==> src/rtl/sample_mixer_gen.sv <==
// N-voice sample mixer: fetches 8-bit samples per channel over a shared DMA read
// port and mixes the active voices into one saturated 16-bit sample per freq tick.
module sample_mixer_gen #(
  parameter int CHANNELS  = 4,
  parameter int ADDR_W    = 16,
  parameter int FRAC_BITS = 8,
  localparam int CH_W     = (CHANNELS > 1) ? $clog2(CHANNELS) : 1
) (
  input  logic              clk,
  input  logic              rst,
  input  logic              freq,
  input  logic [CH_W-1:0]   cfg_ch,
  input  logic              cfg_start,
  input  logic              cfg_stop,
  input  logic              cfg_loop,
  input  logic [ADDR_W-1:0] cfg_addr,
  input  logic [15:0]       cfg_speed,
  input  logic [7:0]        cfg_vol,
  output logic [ADDR_W-1:0] dma_addr,
  output logic              dma_start,
  input  logic [15:0]       dma_data,
  input  logic              dma_rdy,
  output logic [15:0]       out,
  output logic              start,
  output logic              busy,
  output logic              overrun
);

  localparam int POS_W = ADDR_W + 1 + FRAC_BITS;
  localparam int ACC_W = 16 + CH_W;

  typedef enum logic [1:0] {IDLE, REQ, WAIT, EMIT} state_t;

  state_t           state_reg;
  logic [CH_W-1:0]  ch_reg;
  logic [ACC_W-1:0] acc_reg;
  logic             any_reg;

  logic [POS_W-1:0]    pos_w       [CHANNELS];
  logic [POS_W-1:0]    start_pos_w [CHANNELS];
  logic [15:0]         speed_w     [CHANNELS];
  logic [7:0]          vol_w       [CHANNELS];
  logic [CHANNELS-1:0] active_w;
  logic [CHANNELS-1:0] loop_w;

  logic [POS_W-1:0] cur_pos;
  logic [7:0]       cur_byte;
  logic [15:0]      cur_prod;
  logic             eng_upd;
  logic [POS_W-1:0] eng_pos_next;
  logic             eng_active_next;
  logic             last_ch;

  // Position update the engine proposes for the channel whose read just returned.
  always_comb begin
    cur_pos         = pos_w[ch_reg];
    cur_byte        = cur_pos[FRAC_BITS] ? dma_data[15:8] : dma_data[7:0];
    cur_prod        = 16'(cur_byte) * 16'(vol_w[ch_reg]);
    eng_upd         = (state_reg == WAIT) && dma_rdy;
    eng_pos_next    = cur_pos + POS_W'(speed_w[ch_reg]);
    eng_active_next = 1'b1;
    if (cur_byte == 8'hFF) begin
      if (loop_w[ch_reg]) begin
        eng_pos_next = start_pos_w[ch_reg];
      end else begin
        eng_pos_next    = cur_pos;
        eng_active_next = 1'b0;
      end
    end
  end

  assign last_ch = (ch_reg == CH_W'(CHANNELS - 1));
  assign busy    = (state_reg != IDLE);

  generate
    for (genvar gi = 0; gi < CHANNELS; gi++) begin : g_ch
      logic [POS_W-1:0] pos_reg;
      logic [POS_W-1:0] start_pos_reg;
      logic [15:0]      speed_reg;
      logic [7:0]       vol_reg;
      logic             active_reg;
      logic             loop_reg;
      logic             cfg_hit;
      logic             eng_hit;

      assign cfg_hit = (cfg_ch == CH_W'(gi)) && (cfg_start || cfg_stop || cfg_loop);
      assign eng_hit = eng_upd && (ch_reg == CH_W'(gi));

      // Any config strobe to this channel takes priority over the engine's update.
      always_ff @(posedge clk) begin
        if (!rst) begin
          pos_reg       <= '0;
          start_pos_reg <= '0;
          speed_reg     <= '0;
          vol_reg       <= '0;
          active_reg    <= 1'b0;
          loop_reg      <= 1'b0;
        end else if (cfg_hit) begin
          if (cfg_start) begin
            speed_reg  <= cfg_speed;
            vol_reg    <= cfg_vol;
            active_reg <= (cfg_speed != 16'd0);
            if (cfg_addr != '0) begin
              pos_reg       <= {cfg_addr, 1'b0, {FRAC_BITS{1'b0}}};
              start_pos_reg <= {cfg_addr, 1'b0, {FRAC_BITS{1'b0}}};
              loop_reg      <= 1'b0;
            end
          end
          if (cfg_stop) begin
            active_reg <= 1'b0;
            pos_reg    <= '0;
          end
          if (cfg_loop) begin
            loop_reg <= 1'b1;
          end
        end else if (eng_hit) begin
          pos_reg    <= eng_pos_next;
          active_reg <= eng_active_next;
        end
      end

      assign pos_w[gi]       = pos_reg;
      assign start_pos_w[gi] = start_pos_reg;
      assign speed_w[gi]     = speed_reg;
      assign vol_w[gi]       = vol_reg;
      assign active_w[gi]    = active_reg;
      assign loop_w[gi]      = loop_reg;
    end
  endgenerate

  always_ff @(posedge clk) begin
    if (!rst) begin
      state_reg <= IDLE;
      ch_reg    <= '0;
      acc_reg   <= '0;
      any_reg   <= 1'b0;
      dma_addr  <= '0;
      dma_start <= 1'b0;
      out       <= '0;
      start     <= 1'b0;
      overrun   <= 1'b0;
    end else begin
      dma_start <= 1'b0;
      start     <= 1'b0;
      overrun   <= freq && (state_reg != IDLE);
      case (state_reg)
        IDLE: begin
          if (freq) begin
            acc_reg   <= '0;
            any_reg   <= 1'b0;
            ch_reg    <= '0;
            state_reg <= REQ;
          end
        end
        REQ: begin
          if (active_w[ch_reg]) begin
            dma_start <= 1'b1;
            dma_addr  <= cur_pos[POS_W-1 -: ADDR_W];
            state_reg <= WAIT;
          end else if (last_ch) begin
            state_reg <= EMIT;
          end else begin
            ch_reg <= ch_reg + 1'b1;
          end
        end
        WAIT: begin
          if (dma_rdy) begin
            if (cur_byte != 8'hFF) begin
              acc_reg <= acc_reg + ACC_W'(cur_prod);
              any_reg <= 1'b1;
            end
            if (last_ch) begin
              state_reg <= EMIT;
            end else begin
              ch_reg    <= ch_reg + 1'b1;
              state_reg <= REQ;
            end
          end
        end
        EMIT: begin
          if (any_reg) begin
            out   <= (|acc_reg[ACC_W-1:16]) ? 16'hFFFF : acc_reg[15:0];
            start <= 1'b1;
          end
          state_reg <= IDLE;
        end
        default: state_reg <= IDLE;
      endcase
    end
  end

endmodule

==> config.mk <==
export PLATFORM = sky130hd
export DESIGN_NAME = sample_mixer_gen
export DESIGN_NICKNAME = d
export VERILOG_FILES = /design/src/rtl/sample_mixer_gen.sv
export SDC_FILE = /design/constraint.sdc
export NUM_CORES = 1
export LEC_CHECK = 0
export BUFFER_PORTS_ARGS = -buffer_cell sky130_fd_sc_hd__buf_2
export CAP_MARGIN = 20
export CELL_PAD_IN_SITES_DETAIL_PLACEMENT = 1
export CELL_PAD_IN_SITES_GLOBAL_PLACEMENT = 1
export CORE_MARGIN = 2
export CORE_UTILIZATION = 51
export DETAILED_ROUTE_END_ITERATION = 8
export PLACE_DENSITY_LB_ADDON = 0.1
export SETUP_SLACK_MARGIN = 0.3
export SLEW_MARGIN = 20
export SYNTH_ARGS = -nofsm -noshare
export SYNTH_HDL_FRONTEND = slang
export SYNTH_SLANG_ARGS = --single-unit
==> constraint.sdc <==
create_clock -name clk -period 13.2 [get_ports clk]
set_clock_uncertainty 0.05 [all_clocks]
set_input_delay 2.64 -clock clk [delete_from_list [all_inputs] [get_ports clk]]
set_output_delay 2.64 -clock clk [all_outputs]
set_load 0.02 [all_outputs]
==> metrics.csv, run 1 <==
stage;metric;value;unit
logic_synthesis;syn-cell-area;18000;um^2
cts;clock-sinks;326;
logic_synthesis;yosys.area.top_type;dfxtp_1;
drt;drt_iter0_markers;1146;
sta;rsz0062_at_grt;false;
logic_synthesis;syn_area_per_cell;8.51;um^2
worst_setup_path;ff2ff_path_depth;19;
global_routing;antenna_found_initial;0;
sta;min_period;7850;ps
hold_path;whs_path_depth;2;
worst_setup_path;cp-startpoint;dma_data[10];
worst_setup_path;end_kind;flop;
pwr;powerDensity;133;nW/um^2
global_routing;grt_util_all_layers;32.2;%
logic_synthesis;netlist_instances;2116;
logic_synthesis;ys.flop_type;dfxtp_1;
logic_synthesis;async_flop_share;0;%
cts;clk_pin_slew;60;ps
worst_setup_path;cp.required;13570;ps
worst_setup_path;critical-path-top-delay-family;adder cells;
cts;clk_path_buf_depth;3;
sta;min_period_over_period;59.5;%
sta;max_slew_margin;27.2;%
final_layout;nFillCells;4111;
worst_setup_path;rrSetupSlack;5350;ps
final_layout;finalNonFillerCells;2622;
drt;wl_per_cell;22.4;um
final_layout;n_antenna_cell;0;
drt;ant_nets;0;
final_layout;largest_reg_flops;100;
worst_setup_path;cp_slowest_cell;o41ai_1;
logic_synthesis;ys_seq_area_share;36.2;%
logic_synthesis;syn-num-nets;2297;
sta;drv_slew;0;
cts;postCtsSetupRepairBufs;0;
sta;worstMarginPinSlew;1090;ps
drt;wl;58800;um
worst_setup_path;path_buf_inv;3;
pwr;peakVddDrop;0.000107;V
cts;cts_hold_buf;0;
final_layout;area.sequential;6530;um^2
sta;fin_tns_setup;0;ps
global_routing;overflow;0;
sta;finalHoldViolations;0;
die;core;34600;um^2
final_layout;nNetsFinal;2324;
hold_path;min_to;g_ch[0].speed_reg[4];
die;ios;101;
flow_run;drv_cap;0;
worst_setup_path;crit_fanout;8;
worst_setup_path;arrival;8220;ps
cts;cts_max_level;2;
hold_path;min_from;g_ch[0].speed_reg[4];
final_layout;area_growth;10.6;%
drt;vias;16347;
logic_synthesis;synth.area.top_cells;dfxtp_1, nand2_1, mux4_2, a21oi_1, fa_1;
worst_setup_path;start_kind;input port;
pwr;p_leak;7.90;nW
drt;drt_pass1_iterations;5;
final_layout;drive_gt1_share;13.2;%
global_routing;grt_max_degree;130;
logic_synthesis;synth_edf_count;0;
die;start_util;52.0;%
logic_synthesis;synth_top_area_share;36.2;%
worst_setup_path;path_cells;buf_2, mux2i_1, nor2_1, fa_1, fa_1, inv_1, fa_1, fa_1, inv_1, ha_1, o21ai_0, a21oi_1, o41ai_1, o21ai_0, o41ai_1, mux2i_1, or3_1, a22o_1;
place;io_buffers;100;
run_status;status;complete, no violations;
cts;worstSkewPairLatency;550;ps
sta;max_clock_freq;0.127;GHz
die;rows;68;
logic_synthesis;yosys_register_bits;326;
worst_setup_path;cp_common_cell;fa_1;
place;place_congestion;0.884;
place;dp_hpwl;40200;um
drt;viasPerCell;6.23;
cts;root_buffer;clkbuf_16;
cts;cts_tree;done;
logic_synthesis;yosys_warnings;0;
die;die_y;192;um
worst_setup_path;cpPeakStageDelay;620;ps
global_routing;grt_pass1_wl;92500;um
place;dpl.cell_count;2559;
die;dieArea;36800;um^2
logic_synthesis;yosysUniqueCellTypes;63;
cts;cts_inserted_buffers;37;
hold_path;hold_path_class;flop to flop;
sta;finalSetupViolCount;0;
die;chipWidth;192;um
worst_setup_path;worstReg2RegEnd;acc_reg[17];
cts;ctsResizeCount;0;
drt;drc;0;
final_layout;multi_input_area;10500;um^2
global_routing;grt_pass1_vias;16842;
worst_setup_path;worstSetupPathType;input port to flop;
worst_setup_path;r2r_start;ch_reg[1];
-- worst min-delay path, delay by kind of cell (launching register included) --
kind	cells	cell delay, ps
flops	1	300
simple gates	1	50
compound gates	1	50
-- synthesized netlist by cell type, drive strengths merged (3+ instances only) --
cell type / number
a31o: 5
buf: 25
a2bb2oi: 3
o31a: 3
a22o: 8
o32ai: 11
o221a: 16
nor3: 24
xnor2: 16
o21a: 29
fa: 51
a31oi: 26
a21oi: 233
nand2b: 28
dfxtp: 326
a32o: 4
or2: 7
and2: 18
inv: 116
clkbuf: 106
nand2: 402
xor2: 6
o21ai: 66
o211ai: 8
o22ai: 12
mux2: 12
a22oi: 34
nand4: 6
and3: 24
mux4: 62
nor2b: 14
or3: 16
ha: 65
a21o: 13
nor2: 168
a211oi: 9
nor4: 10
o41ai: 7
mux2i: 35
a221o: 3
nand3: 63
-- cell usage in the layout, fill, tap and decap left out, drive strengths merged, types with 18 or more instances in the layout --
master	n
o21ai	66
clkbuf	51
nand2b	28
nor3	24
mux4	62
and3	24
buf	119
and2	18
a31oi	26
nand3	63
fa	51
dfxtp	326
ha	65
mux2i	35
a22oi	34
nand2	402
nor2	168
a21oi	233
o21a	29
inv	120
-- final cells by class --
type,count,share of cell area [%]
clock buffers,51,5.22
clock inverters,12,0.861
flip-flops and latches,326,32.8
multi-input cells,1541,52.8
inverters,118,2.26
well taps,455,2.86
repair buffers,119,3.23
-- logic make-up after synthesis --
logic type               synth area share [%]
AND/OR/NAND/NOR                          18.9
AO/OA/AOI/OAI                            17.6
flip-flops                               36.2
buffers and inverters                    5.43
adder cells (fa/ha/maj)                  10.2
multiplexers                             10.5
XOR/XNOR                                 1.07
-- where the power goes --
part / internal (mW) / total (mW) / switching, mW
registers: 1.02 / 1.07 / 0.0533
logic: 0.194 / 0.525 / 0.331
clock network: 0.628 / 1.05 / 0.422
total: 1.84 / 2.65 / 0.807
-- through the flow --
stage / utilization (%) / total power [mW] / cell area (um^2) / hold WS, ps / setup WS [ps]
after global routing: 57.5 / 2.75 / 19900 / 420 / 4920
final: 57.5 / 2.65 / 19900 / 405 / 5350
after CTS: 57.5 / 2.65 / 19900 / 405 / 5400
after detailed placement: 54.0 / 1.61 / 18700 / 395 / 4840
after global placement: 54.0 / 1.59 / 18700 / 387 / 5010
after floorplan: - / 1.45 / 18000 / 379 / 5710
-- how the worst max path moves through the flow --
stage	cells after the start	endpoint	slack [ps]
2_1_floorplan	17	acc_reg[17]	5710
5_1_grt	19	acc_reg[17]	4920
3_5_place_dp	18	acc_reg[17]	4840
6_report	18	acc_reg[17]	5350
3_3_place_gp	18	acc_reg[17]	5010
4_1_cts	18	acc_reg[17]	5400
-- layer usage --
metal | share of wire [%] | track usage, % | vias to the layer above
met5 | 0 | 0 | -
met4 | 1.6 | 7.75 | 0
met3 | 7.0 | 4.70 | 75
met2 | 47 | 52.7 | 561
met1 | 44 | 44.9 | 8289
li1 | - | - | 7422
No activity file was read; power rests on OpenSTA's default activity.
==> inputs of run 2 (changes only) <==
- CORE_UTILIZATION: 51 -> 43
- clock period: 13.2 -> 7.15 ns (I/O delays scaled with it)
==> run 2 against run 1 <==
  * Count of clock-buffer cells in the layout grew 8
  * Cell area grew 1.3%
  * Wire length grew 3.8%
  * Die area grew 18%
  * Final cell count grew 3.7%
  * Non-clock buffer count grew 13
  * Combinational power grew 98%
  * First-iteration DRC count grew 4.4%
  * Flip-flop and latch count is the same
  * Hold slack lost 2.8 ps
==> metrics.csv, run 2 (synthesis results as in run 1) <==
stage;metric;value;unit
worst_setup_path;cp-startpoint;ch_reg[0];
sta;finalHoldViolations;0;
sta;max_clock_freq;0.158;GHz
pwr;powerDensity;245;nW/um^2
pwr;power;4.94;mW
final_layout;area_growth;12.0;%
global_routing;grt_max_degree;180;
final_layout;finalNonFillerCells;2718;
place;io_buffers;100;
die;dieArea;43500;um^2
sta;min_period;6340;ps
global_routing;overflow;0;
final_layout;nNetsFinal;2339;
place;dp_hpwl;41300;um
sta;whs;402;ps
place;pre_cts_slack;226;ps
global_routing;antenna_found_initial;0;
die;start_util;43.8;%
hold_path;hold_path_class;flop to flop;
sta;worstMarginPinSlew;1140;ps
global_routing;grt_pass1_vias;16745;
final_layout;layout_commonest_cell;nand2_1;
sta;max_slew_margin;23.7;%
final_layout;largest_reg_flops;100;
worst_setup_path;start_kind;flop;
final_layout;fin_area;20200;um^2
pwr;peakVddDrop;0.000143;V
drt;vias;15987;
place;place_area;18900;um^2
drt;drc;0;
cts;ctsResizeCount;0;
drt;wl;61100;um
place;place_congestion;0.853;
worst_setup_path;arrival;6730;ps
global_routing;grt_util_all_layers;28.1;%
sta;min_period_over_period;88.7;%
sta;drv_slew;0;
hold_path;min_from;g_ch[2].vol_reg[3];
worst_setup_path;worstSetupPathType;flop to flop;
drt;drt_pass1_iterations;5;
cts;cts_tree;done;
sta;rsz0062_at_grt;false;
pwr;p_leak;7.99;nW
worst_setup_path;end_kind;flop;
run_status;status;complete, no violations;
cts;worstSkewPairLatency;570;ps
cts;postCtsSetupRepairBufs;0;
final_layout;drive_gt1_share;13.9;%
cts;cts_inserted_buffers;39;
worst_setup_path;cp.required;7540;ps
worst_setup_path;crit_fanout;11;
cts;clock-sinks;326;
flow_run;drv_cap;0;
global_routing;grt_pass1_wl;95900;um
sta;setup_ws;810;ps
die;rows;74;
die;chipWidth;209;um
final_layout;final_cell_mix;nand2_1, dfxtp_1, a21oi_1, nor2_1, inv_1;
die;core;41100;um^2
cts;cts_hold_buf;0;
drt;viasPerCell;5.88;
sta;fin_tns_setup;0;ps
place;dpl.cell_count;2649;
worst_setup_path;r2r_start;ch_reg[0];
final_layout;final_util;49.1;%
drt;ant_nets;0;
cts;clk_path_buf_depth;3;
cts;root_buffer;clkbuf_16;
sta;finalSetupViolCount;0;
cts;clk_pin_slew;60;ps
die;die_y;209;um
drt;drt_iter0_markers;1196;
cts;cts_max_level;2;
drt;wl_per_cell;22.5;um
die;ios;101;
run 2: per-layer routing:
metal	up-vias	track usage (%)	part of all wire, %
met5	-	0	0
li1	7438	-	-
met4	0	7.86	2.2
met1	8030	37.9	45
met3	94	5.05	6.2
met2	425	46.3	47
run 2: cell type report:
type,count,area (um^2)
diodes,1,2.50
clock buffers,59,1160
clock inverters,9,95.1
fillers,4864,20900
inverters,118,450
multi-input cells,1541,10500
flip-flops and latches,326,6530
well taps,532,666
repair buffers,132,741
run 2: worst max-delay path: stages (launching register included):
cell     delay (ps)
dfxtp_4         360
mux4_2          680
mux2i_2         570
or2_2           220
fa_1            450
fa_1            550
inv_1            50
fa_1            470
inv_1            50
fa_1            520
inv_1            40
ha_1            330
o21ai_0          90
a21oi_1          90
o41ai_1         340
o21ai_0         220
o41ai_2         400
mux2i_1         150
or3_1           380
a22o_1          210
run 2: power by group:
part           switching [mW]  internal [mW]  total (mW)
Clock                   0.814           1.16        1.97
Sequential             0.0404           1.88        1.92
Combinational           0.675          0.369        1.04
run 2: path summary, 6_finish.rpt:
check                        to  slack, ps  cells past startpoint
max                 acc_reg[17]        810                     19
min          g_ch[2].vol_reg[3]        400                      2
max reg2reg         acc_reg[17]        810                     19
min reg2reg  g_ch[2].vol_reg[3]        400                      2
==> inputs of run 3 (changes only) <==
- PLACE_DENSITY: default -> 0.75
- PLACE_DENSITY_LB_ADDON: 0.1 -> default
==> run 3 against run 2 <==
  * Cell area shrank 0.15%
  * Combinational power is essentially flat
  * Setup slack lost 64 ps
  * Via count grew 0.98%
  * Hold slack gained 0.63 ps
  * Fmax shrank 1.0%
  * Wire length shrank 1.9%
  * Global-route usage shrank 0.67 points
  * Critical path depth is the same
  * First-iteration DRC count shrank 28%
  * Clock power shrank 2%
==> metrics.csv, run 3 (synthesis results as in run 1) <==
stage;metric;value;unit
global_routing;grt_pass1_wl;94300;um
die;rows;74;
die;dieArea;43500;um^2
sta;finalHoldViolations;0;
sta;drv_slew;0;
cts;cts_hold_buf;0;
pwr;p_leak;7.98;nW
die;die_y;209;um
worst_setup_path;crit_fanout;14;
drt;ant_nets;0;
die;chipWidth;209;um
final_layout;largest_reg_flops;100;
cts;cts_inserted_buffers;39;
drt;viasPerCell;5.94;
cts;postCtsSetupRepairBufs;0;
final_layout;finalNonFillerCells;2720;
global_routing;overflow;0;
sta;max_clock_freq;0.156;GHz
worst_setup_path;critical-path-top-delay-family;adder cells;
place;place_congestion;0.892;
die;ios;101;
place;dpl.cell_count;2647;
global_routing;grt_max_degree;140;
sta;min_period_over_period;89.6;%
place;io_buffers;100;
die;start_util;43.8;%
sta;finalSetupViolCount;0;
drt;wl_per_cell;22.0;um
global_routing;antenna_found_initial;1;
cts;cts_tree;done;
flow_run;drv_cap;0;
global_routing;grt_util_all_layers;27.4;%
cts;clk_path_buf_depth;3;
cts;clock-sinks;326;
sta;worstMarginPinSlew;1140;ps
worst_setup_path;arrival;6800;ps
cts;worstSkewPairLatency;580;ps
drt;wl;59900;um
worst_setup_path;rrSetupSlack;750;ps
final_layout;n_antenna_cell;0;
cts;cts_max_level;2;
drt;vias;16144;
pwr;peakVddDrop;0.000201;V
final_layout;drive_gt1_share;13.8;%
final_layout;fin_area;20100;um^2
sta;setup_ws;746;ps
die;core;41100;um^2
sta;whs;403;ps
pwr;powerDensity;243;nW/um^2
worst_setup_path;cp_slowest_cell;mux4_2;
sta;fin_tns_setup;0;ps
place;place_area;18900;um^2
sta;rsz0062_at_grt;false;
hold_path;hold_path_class;flop to flop;
worst_setup_path;path_cells;mux4_2, mux2i_2, or2_2, fa_1, fa_1, inv_1, fa_1, inv_1, fa_1, inv_1, ha_1, o21ai_0, a21oi_1, o41ai_1, o21ai_0, o41ai_2, mux2i_1, or3_1, a22o_1;
drt;drt_iter0_markers;866;
sta;max_slew_margin;24.0;%
global_routing;grt_pass1_vias;16735;
worst_setup_path;cp.required;7550;ps
cts;root_buffer;clkbuf_16;
final_layout;nFillCells;4922;
worst_setup_path;start_kind;flop;
cts;clk_pin_slew;60;ps
cts;ctsResizeCount;0;
run_status;status;complete, no violations;
worst_setup_path;path_buf_inv;3;
drt;drt_pass1_iterations;5;
final_layout;nNetsFinal;2338;
worst_setup_path;end_kind;flop;
final_layout;layout_commonest_cell;nand2_1;
place;pre_cts_slack;235;ps
final_layout;area_growth;11.9;%
place;dp_hpwl;41000;um
sta;min_period;6400;ps
worst_setup_path;cpPeakStageDelay;730;ps
drt;drc;0;
worst_setup_path;worstSetupPathType;flop to flop;
worst_setup_path;cp_common_cell;fa_1;
final_layout;final_cell_mix;nand2_1, dfxtp_1, a21oi_1, nor2_1, inv_1;
[run 3: path summary, 6_finish.rpt]
check	from	end	cells past startpoint
worst min register to register	g_ch[3].speed_reg[13]	g_ch[3].speed_reg[13]	2
worst max-delay path	ch_reg[0]	acc_reg[17]	19
worst max register to register	ch_reg[0]	acc_reg[17]	19
worst min-delay path	g_ch[3].speed_reg[13]	g_ch[3].speed_reg[13]	2
[run 3: report_power, final]
group          switching, mW  internal [mW]  leakage, nW  total, mW
Sequential            0.0396           1.88         2.64       1.92
Clock                  0.808           1.12        0.608       1.93
Combinational          0.670          0.370         4.73       1.04
Total                   1.52           3.37         7.98       4.89
[run 3: worst min-delay path, delay by kind of cell, from the launching register on]
| kind | cells | cell delay, ps |
|---|---|---|
| AOI/OAI and AO/OA | 1 | 50 |
| and+or+nand+nor | 1 | 50 |
| DFF | 1 | 300 |
[run 3: area by class of cell]
type / instances / area (um^2) / area share [%]
multi-input cells: 1541 / 10500 / 52.2
flip-flops and latches: 326 / 6530 / 32.4
clock buffers: 63 / 1170 / 5.80
repair buffers: 131 / 741 / 3.68
well taps: 532 / 666 / 3.31
inverters: 118 / 450 / 2.24
clock inverters: 9 / 63.8 / 0.317
[run 3: routing by layer]
metal	GRT usage, %	vias up	share of wire [%]
met2	44.6	444	46
li1	-	7469	-
met1	37.7	8134	45
met4	7.61	2	2.1
met3	4.72	95	6.4
met5	0	-	0.022
[run 3: per-stage QoR]
step / power (mW) / util (%)
floorplan: 2.67 / -
global placement: 2.96 / 45.9
detailed placement: 2.99 / 45.9
CTS: 4.92 / 48.9
global route: 5.10 / 49.0
finish: 4.89 / 49.0
